==> config.mk <==
export PLATFORM = sky130hd
export DESIGN_NAME = axi_burst_writer_flat
export DESIGN_NICKNAME = d
export VERILOG_FILES = /design/src/rtl/axi_burst_writer_pkg.sv /design/src/rtl/axi_burst_writer_if.sv /design/src/rtl/axi_burst_writer_skid.sv /design/src/rtl/axi_burst_writer.sv /design/src/flat_wrapper.sv
export SDC_FILE = /design/constraint.sdc
export NUM_CORES = 1
export LEC_CHECK = 0
export BUFFER_PORTS_ARGS = -buffer_cell sky130_fd_sc_hd__buf_2
export CORE_MARGIN = 5
export CORE_UTILIZATION = 56
export CTS_CLUSTER_DIAMETER = 100
export DETAILED_ROUTE_END_ITERATION = 7
export PLACE_DENSITY = 0.86
export SYNTH_ARGS = -nofsm -noshare
export SYNTH_HDL_FRONTEND = slang
export SYNTH_SLANG_ARGS = --single-unit
==> constraint.sdc <==
create_clock -name clk -period 6.3 [get_ports clk]
set_input_delay 0.945 -clock clk [delete_from_list [all_inputs] [get_ports clk]]
set_output_delay 0.945 -clock clk [all_outputs]
set_load 0.02 [all_outputs]
==> src/rtl/axi_burst_writer_pkg.sv <==
// Shared constants, FSM state type and helpers for the AXI burst writer.
package axi_burst_writer_pkg;

  localparam logic [1:0] AXI_BURST_INCR  = 2'b01;

  localparam logic [1:0] AXI_RESP_OKAY   = 2'b00;
  localparam logic [1:0] AXI_RESP_EXOKAY = 2'b01;
  localparam logic [1:0] AXI_RESP_SLVERR = 2'b10;
  localparam logic [1:0] AXI_RESP_DECERR = 2'b11;

  typedef enum logic [1:0] {
    StIdle,
    StAddr,
    StData,
    StResp
  } state_e;

  // AWSIZE encoding for a data bus of dwid bits.
  function automatic logic [2:0] size_of(input int unsigned dwid);
    logic [2:0] s;
    case (dwid)
      8:       s = 3'd0;
      16:      s = 3'd1;
      32:      s = 3'd2;
      64:      s = 3'd3;
      128:     s = 3'd4;
      256:     s = 3'd5;
      512:     s = 3'd6;
      default: s = 3'd7;
    endcase
    return s;
  endfunction

endpackage

==> src/rtl/axi_burst_writer_if.sv <==
// AXI4 write-side channels (AW, W, B) with initiator/target views.
interface axi_burst_writer_if #(
  parameter int unsigned AWID = 32,
  parameter int unsigned DWID = 32,
  parameter int unsigned LWID = 8
) ();

  logic [AWID-1:0]   awaddr;
  logic [LWID-1:0]   awlen;
  logic [2:0]        awsize;
  logic [1:0]        awburst;
  logic              awvalid;
  logic              awready;

  logic [DWID-1:0]   wdata;
  logic [DWID/8-1:0] wstrb;
  logic              wlast;
  logic              wvalid;
  logic              wready;

  logic [1:0]        bresp;
  logic              bvalid;
  logic              bready;

  modport master (
    output awaddr, awlen, awsize, awburst, awvalid,
    input  awready,
    output wdata, wstrb, wlast, wvalid,
    input  wready,
    input  bresp, bvalid,
    output bready
  );

  modport slave (
    input  awaddr, awlen, awsize, awburst, awvalid,
    output awready,
    input  wdata, wstrb, wlast, wvalid,
    output wready,
    output bresp, bvalid,
    input  bready
  );

endinterface

==> src/rtl/axi_burst_writer_skid.sv <==
// Two-entry in-order buffer between the FIFO read port and the W channel.
module axi_burst_writer_skid #(
  parameter int unsigned DWID = 32
) (
  input  logic            clk,
  input  logic            rst,
  input  logic            push_i,
  input  logic [DWID-1:0] push_data_i,
  input  logic            pop_i,
  output logic [DWID-1:0] head_o,
  output logic [1:0]      cnt_o
);

  logic [DWID-1:0] ent0_q, ent0_d;
  logic [DWID-1:0] ent1_q, ent1_d;
  logic [1:0]      cnt_q, cnt_d;

  // ent0 is always the head; entries shift down on pop.
  always_comb begin
    ent0_d = ent0_q;
    ent1_d = ent1_q;
    cnt_d  = cnt_q;
    unique case ({push_i, pop_i})
      2'b10: begin
        if (cnt_q == 2'd0) ent0_d = push_data_i;
        else               ent1_d = push_data_i;
        cnt_d = cnt_q + 2'd1;
      end
      2'b01: begin
        ent0_d = ent1_q;
        cnt_d  = cnt_q - 2'd1;
      end
      2'b11: begin
        if (cnt_q == 2'd1) begin
          ent0_d = push_data_i;
        end else begin
          ent0_d = ent1_q;
          ent1_d = push_data_i;
        end
      end
      default: ;
    endcase
  end

  always_ff @(posedge clk) begin
    if (rst) begin
      ent0_q <= '0;
      ent1_q <= '0;
      cnt_q  <= 2'd0;
    end else begin
      ent0_q <= ent0_d;
      ent1_q <= ent1_d;
      cnt_q  <= cnt_d;
    end
  end

  assign head_o = ent0_q;
  assign cnt_o  = cnt_q;

endmodule

==> src/rtl/axi_burst_writer.sv <==
// AXI4 write initiator: one command -> AW, FIFO-fed W burst, then B; reports BRESP via done.
module axi_burst_writer
  import axi_burst_writer_pkg::*;
#(
  parameter int unsigned AWID = 32,
  parameter int unsigned DWID = 32,
  parameter int unsigned LWID = 8
) (
  input  logic              clk,
  input  logic              rst,
  input  logic              cmd_valid_i,
  output logic              cmd_ready_o,
  input  logic [AWID-1:0]   cmd_addr_i,
  input  logic [LWID-1:0]   cmd_len_i,
  output logic              fifo_rden_o,
  input  logic [DWID-1:0]   fifo_dout_i,
  input  logic              fifo_bare_i,
  axi_burst_writer_if.master m_axi,
  output logic              done_o,
  output logic [1:0]        done_resp_o,
  output logic              busy_o
);

  localparam int unsigned CW = LWID + 1;

  state_e          state_q, state_d;
  logic [AWID-1:0] addr_q, addr_d;
  logic [LWID-1:0] len_q, len_d;
  logic [CW-1:0]   fetch_left_q, fetch_left_d;
  logic [CW-1:0]   send_left_q, send_left_d;
  logic            rd_pend_q;
  logic            done_q;
  logic [1:0]      done_resp_q, done_resp_d;

  logic            cmd_fire, aw_fire, w_fire, b_fire;
  logic [1:0]      buf_cnt;
  logic [DWID-1:0] buf_head;
  logic [2:0]      occ;

  assign cmd_ready_o = (state_q == StIdle) && !rst;
  assign cmd_fire    = cmd_valid_i && cmd_ready_o;
  assign aw_fire     = m_axi.awvalid && m_axi.awready;
  assign w_fire      = m_axi.wvalid && m_axi.wready;
  assign b_fire      = m_axi.bvalid && m_axi.bready;

  // Words already buffered or in flight from the FIFO, after this cycle's pop.
  assign occ         = 3'(buf_cnt) + 3'(rd_pend_q) - 3'(w_fire);
  assign fifo_rden_o = !rst && (state_q == StData) && !fifo_bare_i &&
                       (fetch_left_q != '0) && (occ < 3'd2);

  assign m_axi.awvalid = (state_q == StAddr);
  assign m_axi.awaddr  = addr_q;
  assign m_axi.awlen   = len_q;
  assign m_axi.awsize  = m_axi.awvalid ? size_of(DWID) : 3'd0;
  assign m_axi.awburst = m_axi.awvalid ? AXI_BURST_INCR : 2'b00;
  assign m_axi.wvalid  = (buf_cnt != 2'd0);
  assign m_axi.wdata   = buf_head;
  assign m_axi.wstrb   = m_axi.wvalid ? '1 : '0;
  assign m_axi.wlast   = m_axi.wvalid && (send_left_q == CW'(1));
  assign m_axi.bready  = (state_q == StResp);

  assign done_o      = done_q;
  assign done_resp_o = done_resp_q;
  assign busy_o      = (state_q != StIdle);

  always_comb begin
    state_d      = state_q;
    addr_d       = addr_q;
    len_d        = len_q;
    fetch_left_d = fetch_left_q;
    send_left_d  = send_left_q;
    done_resp_d  = done_resp_q;

    unique case (state_q)
      StIdle: begin
        if (cmd_fire) begin
          addr_d       = cmd_addr_i;
          len_d        = cmd_len_i;
          fetch_left_d = CW'(cmd_len_i) + CW'(1);
          send_left_d  = CW'(cmd_len_i) + CW'(1);
          state_d      = StAddr;
        end
      end
      StAddr: if (aw_fire) state_d = StData;
      StData: if (w_fire && m_axi.wlast) state_d = StResp;
      StResp: if (b_fire) state_d = StIdle;
      default: state_d = StIdle;
    endcase

    if (fifo_rden_o) fetch_left_d = fetch_left_q - CW'(1);
    if (w_fire)      send_left_d  = send_left_q - CW'(1);
    if (b_fire)      done_resp_d  = m_axi.bresp;
  end

  always_ff @(posedge clk) begin
    if (rst) begin
      state_q      <= StIdle;
      addr_q       <= '0;
      len_q        <= '0;
      fetch_left_q <= '0;
      send_left_q  <= '0;
      rd_pend_q    <= 1'b0;
      done_q       <= 1'b0;
      done_resp_q  <= 2'b00;
    end else begin
      state_q      <= state_d;
      addr_q       <= addr_d;
      len_q        <= len_d;
      fetch_left_q <= fetch_left_d;
      send_left_q  <= send_left_d;
      rd_pend_q    <= fifo_rden_o;
      done_q       <= b_fire;
      done_resp_q  <= done_resp_d;
    end
  end

  axi_burst_writer_skid #(
    .DWID (DWID)
  ) u_skid (
    .clk         (clk),
    .rst         (rst),
    .push_i      (rd_pend_q),
    .push_data_i (fifo_dout_i),
    .pop_i       (w_fire),
    .head_o      (buf_head),
    .cnt_o       (buf_cnt)
  );

`ifndef SYNTHESIS
  // Bursts must stay inside one 4 KB page.
  always_ff @(posedge clk) begin
    if (!rst && cmd_fire) begin
      assert ({20'b0, cmd_addr_i[11:0]} +
              ((32'(cmd_len_i) + 32'd1) << size_of(DWID)) <= 32'd4096);
    end
  end
`endif

endmodule
==> src/flat_wrapper.sv <==
// flat-port wrapper written by rule: the top's interface ports become plain ports
module axi_burst_writer_flat import axi_burst_writer_pkg::*;
#(
  parameter int unsigned AWID = 32,
  parameter int unsigned DWID = 32,
  parameter int unsigned LWID = 8
)
  (clk, rst, cmd_valid_i, cmd_ready_o, cmd_addr_i, cmd_len_i, fifo_rden_o, fifo_dout_i, fifo_bare_i, done_o, done_resp_o, busy_o, m_axi_awaddr, m_axi_awlen, m_axi_awsize, m_axi_awburst, m_axi_awvalid, m_axi_awready, m_axi_wdata, m_axi_wstrb, m_axi_wlast, m_axi_wvalid, m_axi_wready, m_axi_bresp, m_axi_bvalid, m_axi_bready);
  axi_burst_writer_if #(.AWID(AWID), .DWID(DWID), .LWID(LWID)) m_axi_i ();
  input  logic clk;
  input  logic rst;
  input  logic cmd_valid_i;
  output logic cmd_ready_o;
  input  logic [AWID-1:0] cmd_addr_i;
  input  logic [LWID-1:0] cmd_len_i;
  output logic fifo_rden_o;
  input  logic [DWID-1:0] fifo_dout_i;
  input  logic fifo_bare_i;
  output logic done_o;
  output logic [1:0] done_resp_o;
  output logic busy_o;
  output wire logic [$bits(m_axi_i.awaddr)-1:0] m_axi_awaddr;
  output wire logic [$bits(m_axi_i.awlen)-1:0] m_axi_awlen;
  output wire logic [$bits(m_axi_i.awsize)-1:0] m_axi_awsize;
  output wire logic [$bits(m_axi_i.awburst)-1:0] m_axi_awburst;
  output wire logic [$bits(m_axi_i.awvalid)-1:0] m_axi_awvalid;
  input wire logic [$bits(m_axi_i.awready)-1:0] m_axi_awready;
  output wire logic [$bits(m_axi_i.wdata)-1:0] m_axi_wdata;
  output wire logic [$bits(m_axi_i.wstrb)-1:0] m_axi_wstrb;
  output wire logic [$bits(m_axi_i.wlast)-1:0] m_axi_wlast;
  output wire logic [$bits(m_axi_i.wvalid)-1:0] m_axi_wvalid;
  input wire logic [$bits(m_axi_i.wready)-1:0] m_axi_wready;
  input wire logic [$bits(m_axi_i.bresp)-1:0] m_axi_bresp;
  input wire logic [$bits(m_axi_i.bvalid)-1:0] m_axi_bvalid;
  output wire logic [$bits(m_axi_i.bready)-1:0] m_axi_bready;
  assign m_axi_awaddr = m_axi_i.awaddr;
  assign m_axi_awlen = m_axi_i.awlen;
  assign m_axi_awsize = m_axi_i.awsize;
  assign m_axi_awburst = m_axi_i.awburst;
  assign m_axi_awvalid = m_axi_i.awvalid;
  assign m_axi_i.awready = m_axi_awready;
  assign m_axi_wdata = m_axi_i.wdata;
  assign m_axi_wstrb = m_axi_i.wstrb;
  assign m_axi_wlast = m_axi_i.wlast;
  assign m_axi_wvalid = m_axi_i.wvalid;
  assign m_axi_i.wready = m_axi_wready;
  assign m_axi_i.bresp = m_axi_bresp;
  assign m_axi_i.bvalid = m_axi_bvalid;
  assign m_axi_bready = m_axi_i.bready;
  axi_burst_writer #(.AWID(AWID), .DWID(DWID), .LWID(LWID)) u_core (.clk(clk), .rst(rst), .cmd_valid_i(cmd_valid_i), .cmd_ready_o(cmd_ready_o), .cmd_addr_i(cmd_addr_i), .cmd_len_i(cmd_len_i), .fifo_rden_o(fifo_rden_o), .fifo_dout_i(fifo_dout_i), .fifo_bare_i(fifo_bare_i), .m_axi(m_axi_i), .done_o(done_o), .done_resp_o(done_resp_o), .busy_o(busy_o));
endmodule
==> flow_summary.yaml, run 1 <==
outcome:
  outcome: "completed"
grt:
  grtUsageTotal_pct: 23.7
  antenna_found_initial: 0
  overflow: 0
  grt_pass1_vias: 5111
  grt_max_degree: 89
  grt_first_pass_wirelength_mm: 24.4
sta:
  finalSetupTns_ns: 0
  final.min_clock_period_ns: 4.50
  setup_viol: 0
  rsz0062_at_grt: "false"
  finalHoldViolCount: 0
  relSlewSlack_pct: 22.8
  fmax_mhz: 222
  maxSlewViolCount: 0
  setup_slack_ns: 1.80
  fin_skew_ns: 0.00585
  worst_pin_slew_ns: 1.15
  post-route-period-util_pct: 71.5
synth:
  ys_warn_count: 0
  netlist.area_leader.share_pct: 45.3
  synth.ff_latch_count: 130
  syn_inst: 647
  synth_area_sq_um: 5740
  synth.yosys.seq_area_share_pct: 45.3
  synth-edff-count: 0
  syn_area_per_cell_sq_um: 8.87
  ys_types: 56
  ys.flop_type: "dfxtp_1"
  ys_async_sr_fraction_pct: 0
  yosys.area.top_type: "dfxtp_1"
  ys_top_cells_by_area: "dfxtp_1 (45%), mux2i_1 (12%), nand2_1 (6.1%)"
setup_path:
  startpoint: "u_core.u_skid.cnt_o[1]"
  worstReg2RegEnd: "u_core.fetch_left_q[2]"
  r2r-start: "u_core.u_skid.cnt_o[1]"
  arrival_ns: 3.56
  worstSetupPathType: "register to output port"
  worstRegToRegCells: 11
  rrSetupSlack_ns: 2.79
  crit_path_end: "fifo_rden_o"
  crit_required_ns: 5.35
  critPathCaptureType: "output port"
  start_kind: "register"
  cp_max_fo: 15
routing:
  drt_iter0_drc: 357
  avgRoutedWirePerCell_um: 15.8
  routed_wl_mm: 14.9
  first_pass_iters: 5
  vias: 5172
  via_per_inst: 5.50
  antenna_left: 0
  drc: 0
run:
  drv_cap: 0
placed_design:
  io_buffers: 168
  hpwlAfterDp_mm: 10.3
  dp.cells: 909
  place.gp.congestion: 0.899
  pre_cts_slack_ns: 2.03
floorplanning:
  die_w_um: 111
  pin_count: 172
  num_rows: 37
  coreArea_sq_um: 10100
  dieArea_sq_um: 12400
  start_util_pct: 56.6
  die_y_um: 111
clocking:
  path_clk_slew_ns: 0.06
  post_cts_buffers: 0
  clock_latency_ns: 0.51
  clock-sinks: 130
  htree_levels: 4
  holdBufCountCts: 0
  cts_resized: 0
  clockBufferDepth: 2
  clockRootBuffer: "clkbuf_8"
  cts_tree: "built"
  cts_buffers: 17
pwr:
  leakagePower_nw: 3.28
  peakVddDrop_mv: 0.345
  p_per_area_nw_per_um2: 482
worst_hold_path:
  min_path_type: "register to register"
layout:
  layout.cells.non_filler: 941
  finalNetCount: 886
  final_util_pct: 71.1
  syn2layout_area_growth_pct: 25.7
  antenna_cells: 0
  drive_gt1_share_pct: 27.6
report_power, final:
| group | total (mW) | internal, mW | leakage, nW | switching [mW] |
|---|---|---|---|---|
| Sequential | 1.15 | 1.01 | 1.06 | 0.137 |
| Combinational | 1.29 | 0.479 | 1.91 | 0.814 |
| Clock | 1.03 | 0.675 | 0.303 | 0.358 |
worst max-delay path, stage by stage, from the launching register on:
cell and delay (ns):
dfxtp_1 0.39, inv_1 0.10, ha_1 0.29, nor2b_1 0.21, inv_1 0.15, ha_1 0.36, nand2b_1 0.18, fa_1 0.38
xnor2_1 0.39, o211ai_4 0.26, inv_1 0.17, buf_2 0.18
routing by layer:
layer  vias to the layer above  GRT usage [%]  wire length [um]
met5                         -              0                 0
met4                         0           8.11               257
met3                        23           7.26              1070
met2                       205           40.7              7520
met1                      2426           28.2              6060
li1                       2518              -                 -
flip-flops by register name, summed over array words and instances (netlist names):
register	count
u_core.done_o	1
u_core.done_resp_o	2
u_core.fetch_left_q	9
u_core.m_axi.awaddr	32
u_core.m_axi.awlen	8
u_core.rd_pend_q	1
u_core.send_left_q	9
u_core.state_q	2
u_core.u_skid.cnt_o	2
u_core.u_skid.ent1_q	32
u_core.u_skid.head_o	32
synthesized netlist by cell type (2+ instances only):
master,instances
dfxtp_1,130
nand2_1,94
nor2_1,89
mux2i_1,70
a21oi_1,53
a211oi_1,36
clkbuf_1,26
inv_1,17
ha_1,12
buf_4,10
nand2b_1,9
nor3_1,8
nand3_1,7
buf_1,6
buf_2,6
xnor2_1,6
o32ai_1,5
o21ai_0,4
a21boi_0,3
a31oi_1,3
and3_1,3
nor4_1,3
nor4b_1,3
xor2_1,3
a2111oi_0,2
and2_1,2
mux2_2,2
nand3b_1,2
nand4_1,2
nor2b_1,2
o211ai_1,2
o21a_1,2
or4_1,2
metrics by stage:
step | hold WS, ns | total power [mW] | cell area [sq um]
after floorplan | 0.460 | 2.09 | 5750
after global placement | 0.439 | 2.38 | 6580
after detailed placement | 0.447 | 2.45 | 6580
after CTS | 0.456 | 3.49 | 7210
after global routing | 0.472 | 3.68 | 7210
final | 0.452 | 3.47 | 7210
worst min-delay path by stage:
stage / from / endpoint / slack (ns) / depth (start not counted)
global route: u_core.m_axi.awlen[0] / u_core.m_axi.awlen[0] / 0.47 / 2
detailed placement: u_core.m_axi.awaddr[29] / u_core.m_axi.awaddr[29] / 0.45 / 2
global placement: u_core.m_axi.awaddr[6] / u_core.m_axi.awaddr[6] / 0.44 / 2
CTS: u_core.m_axi.awaddr[4] / u_core.m_axi.awaddr[4] / 0.46 / 2
finish: u_core.m_axi.awaddr[4] / u_core.m_axi.awaddr[4] / 0.45 / 2
floorplan: u_core.u_skid.ent1_q[0] / u_core.u_skid.ent1_q[0] / 0.46 / 2
area by class of cell:
| type | instances | area [sq um] |
|---|---|---|
| fillers | 760 | 2930 |
| multi-input cells | 453 | 2860 |
| flip-flops and latches | 130 | 2600 |
| repair buffers | 173 | 881 |
| clock buffers | 20 | 455 |
| clock inverters | 12 | 179 |
| well taps | 136 | 170 |
| inverters | 17 | 63.8 |
cells in the final DEF (no fill, tap or decap), drive strengths merged, types with 2 or more instances in the layout:
cell type | netlist | final
nand4 | 2 | 2
nand3b | 2 | 2
clkinv | 0 | 4
nor2 | 89 | 89
o32ai | 5 | 5
o211ai | 3 | 3
mux2 | 2 | 2
clkinvlp | 0 | 3
a21boi | 3 | 3
nand2b | 9 | 9
bufinv | 0 | 4
or4b | 2 | 2
ha | 12 | 12
conb | 1 | 3
o21a | 2 | 2
nor4 | 3 | 3
nor2b | 2 | 2
a31oi | 3 | 3
and2 | 2 | 2
mux2i | 70 | 70
nand3 | 7 | 7
nor3 | 8 | 8
inv | 17 | 18
a2111oi | 2 | 2
dfxtp | 130 | 130
buf | 23 | 173
nor4b | 4 | 4
xnor2 | 6 | 6
or4 | 3 | 3
a21oi | 53 | 53
xor2 | 3 | 3
o21ai | 4 | 4
clkbuf | 26 | 20
nand2 | 94 | 94
and3 | 3 | 3
a211oi | 37 | 37
or3 | 2 | 2
cells by family after synthesis:
kind of cell,synth area share (%)
flip-flops,45.3
multiplexers,12.6
AO/OA/AOI/OAI,13.8
AND/OR/NAND/NOR,18.6
other,0.0653
buffers and inverters,5.23
adder cells (fa/ha/maj),2.96
XOR/XNOR,1.37
(Power assumes the default switching activity.)
==> inputs of run 2 (changes only) <==
--- a/config.mk
+++ b/config.mk
@@ -7,10 +7,10 @@
 export LEC_CHECK = 0
 export BUFFER_PORTS_ARGS = -buffer_cell sky130_fd_sc_hd__buf_2
 export CORE_MARGIN = 5
-export CORE_UTILIZATION = 56
+export CORE_UTILIZATION = 52
 export CTS_CLUSTER_DIAMETER = 100
 export DETAILED_ROUTE_END_ITERATION = 7
-export PLACE_DENSITY = 0.86
+export PLACE_DENSITY = 0.8
 export SYNTH_ARGS = -nofsm -noshare
 export SYNTH_HDL_FRONTEND = slang
 export SYNTH_SLANG_ARGS = --single-unit
==> constraint.sdc (replaced) <==
create_clock -name clk -period 4.3 [get_ports clk]
set_input_delay 0.645 -clock clk [delete_from_list [all_inputs] [get_ports clk]]
set_output_delay 0.645 -clock clk [all_outputs]
set_load 0.02 [all_outputs]
==> run 2 against run 1 <==
Net effect:
- first-iteration DRC count is 5.6% lower
- sequential share of layout area rose by 0.18 points
- global-route usage is 2.7 points lower
- clock skew is 0.0020 ns higher
- clock power is 38% higher
- sequential power increased by 46%
- count of clock-buffer cells in the layout grew 2
- register-to-register slack worse by 1.8 ns
- design area down 0.45%
- largest cell class unchanged
- power rose by 43%
==> flow_summary.yaml, run 2 (synthesis gave the netlist of run 1 again) <==
worst_hold_path:
  hp-start: "cmd_addr_i[24]"
  min_path_type: "input pin to register"
grt:
  grt_max_degree: 79
  grt_pass1_vias: 4924
  grt_first_pass_wirelength_mm: 22.9
  grtUsageTotal_pct: 21.1
  antenna_found_initial: 1
  overflow: 0
floorplanning:
  die_w_um: 115
  start_util_pct: 53.0
  num_rows: 38
  coreArea_sq_um: 10800
  dieArea_sq_um: 13200
  pin_count: 172
  die_y_um: 115
setup_path:
  r2r-start: "u_core.u_skid.cnt_o[1]"
  cp_max_fo: 15
  arrival_ns: 3.39
  worstSetupPathType: "register to output port"
  crit_chain: "inv_1 -> ha_1 -> nor2b_1 -> inv_1 -> ha_1 -> nand2b_1 -> fa_1 -> and4bb_2 -> o211ai_4 -> inv_1 -> buf_2"
  max_stage_delay_ns: 0.49
  crit_required_ns: 3.65
  startpoint: "u_core.u_skid.cnt_o[1]"
  start_kind: "register"
  critPathCaptureType: "output port"
  cpMostUsedCell: "inv_1"
  slowest_stage: "fa_1"
routing:
  routed_wl_mm: 13.9
  vias: 5060
  avgRoutedWirePerCell_um: 14.8
  first_pass_iters: 4
  drt_iter0_drc: 337
  via_per_inst: 5.35
  antenna_left: 0
  drc: 0
pwr:
  peakVddDrop_mv: 0.419
  p_per_area_nw_per_um2: 692
  leakagePower_nw: 3.26
sta:
  final.min_clock_period_ns: 4.04
  fin_skew_ns: 0.00782
  maxSlewViolCount: 0
  post-route-period-util_pct: 93.9
  relSlewSlack_pct: 23.8
  hold_slack_ns: 0.361
  worst_pin_slew_ns: 1.14
  rsz0062_at_grt: "false"
  setup_viol: 0
  fmax_mhz: 248
  finalSetupTns_ns: 0
  finalHoldViolCount: 0
clocking:
  path_clk_slew_ns: 0.06
  clock-sinks: 130
  post_cts_buffers: 0
  clockRootBuffer: "clkbuf_8"
  cts_tree: "built"
  cts_buffers: 17
  clockBufferDepth: 2
  clock_latency_ns: 0.52
  htree_levels: 4
layout:
  finalNetCount: 886
  drive_gt1_share_pct: 27.6
  final_cell_mix: "buf_2 (167), dfxtp_1 (129), nand2_1 (91)"
  syn2layout_area_growth_pct: 25.1
  final_common_cell: "buf_2"
  n_fill_cell: 891
  antenna_cells: 0
placed_design:
  place.gp.congestion: 0.915
  hpwlAfterDp_mm: 9.81
  io_buffers: 168
outcome:
  outcome: "completed"
run:
  drv_cap: 0
-- run 2: final cells by class --
class                      instances  area [sq um]  area share, %
sequential                       130          2600           36.3
clock inverter                    10           133           1.85
clock buffer                      22           453           6.31
timing repair buffer             173           881           12.3
inverter                          17          63.8          0.889
multi-input combinational        453          2870           40.0
tap                              140           175           2.44
-- run 2: metrics by stage --
step	setup slack [ns]	utilization (%)	cell area, sq um	cells	power [mW]
CTS	0.107	66.2	7170	945	5.00
finish	0.263	66.2	7180	945	4.97
detailed placement	0.691	60.8	6590	913	3.56
global placement	0.818	60.8	6590	913	3.49
global route	0.0588	66.2	7180	945	5.29
floorplan	0.967	-	5750	649	3.06
-- run 2: worst paths after layout --
kind	depth (start not counted)	slack (ns)	end
worst min register to register	2	0.45	u_core.m_axi.awaddr[7]
worst max-delay path	11	0.26	fifo_rden_o
worst max register to register	11	0.96	u_core.fetch_left_q[2]
worst min-delay path	3	0.36	u_core.m_axi.awaddr[24]
-- run 2: timing repair --
action                     in CTS  in global routing
resized for setup               0                  2
setup endpoints to repair       0                  1
hold buffers                    0                  0
-- run 2: per-layer routing --
metal  routed length, um  GRT usage [%]
met1                5900           25.9
met2                6800           34.3
met3                1030           6.89
met4                 201           8.45
met5                  11              0
-- run 2: report_power, final --
group | internal (mW) | switching (mW) | leakage, nW
sequential | 1.48 | 0.196 | 1.06
combinational | 0.705 | 1.17 | 1.92
clock | 0.909 | 0.506 | 0.281
total | 3.10 | 1.87 | 3.26
-- run 2: critical path: cells and delay by family (launching register included) --
kind / cells / cell delay [ns]
adder cells (fa/ha/maj): 3 / 1.13
AND/OR/NAND/NOR: 3 / 0.65
buffers and inverters: 4 / 0.54
flip-flops: 1 / 0.37
AO/OA/AOI/OAI: 1 / 0.18
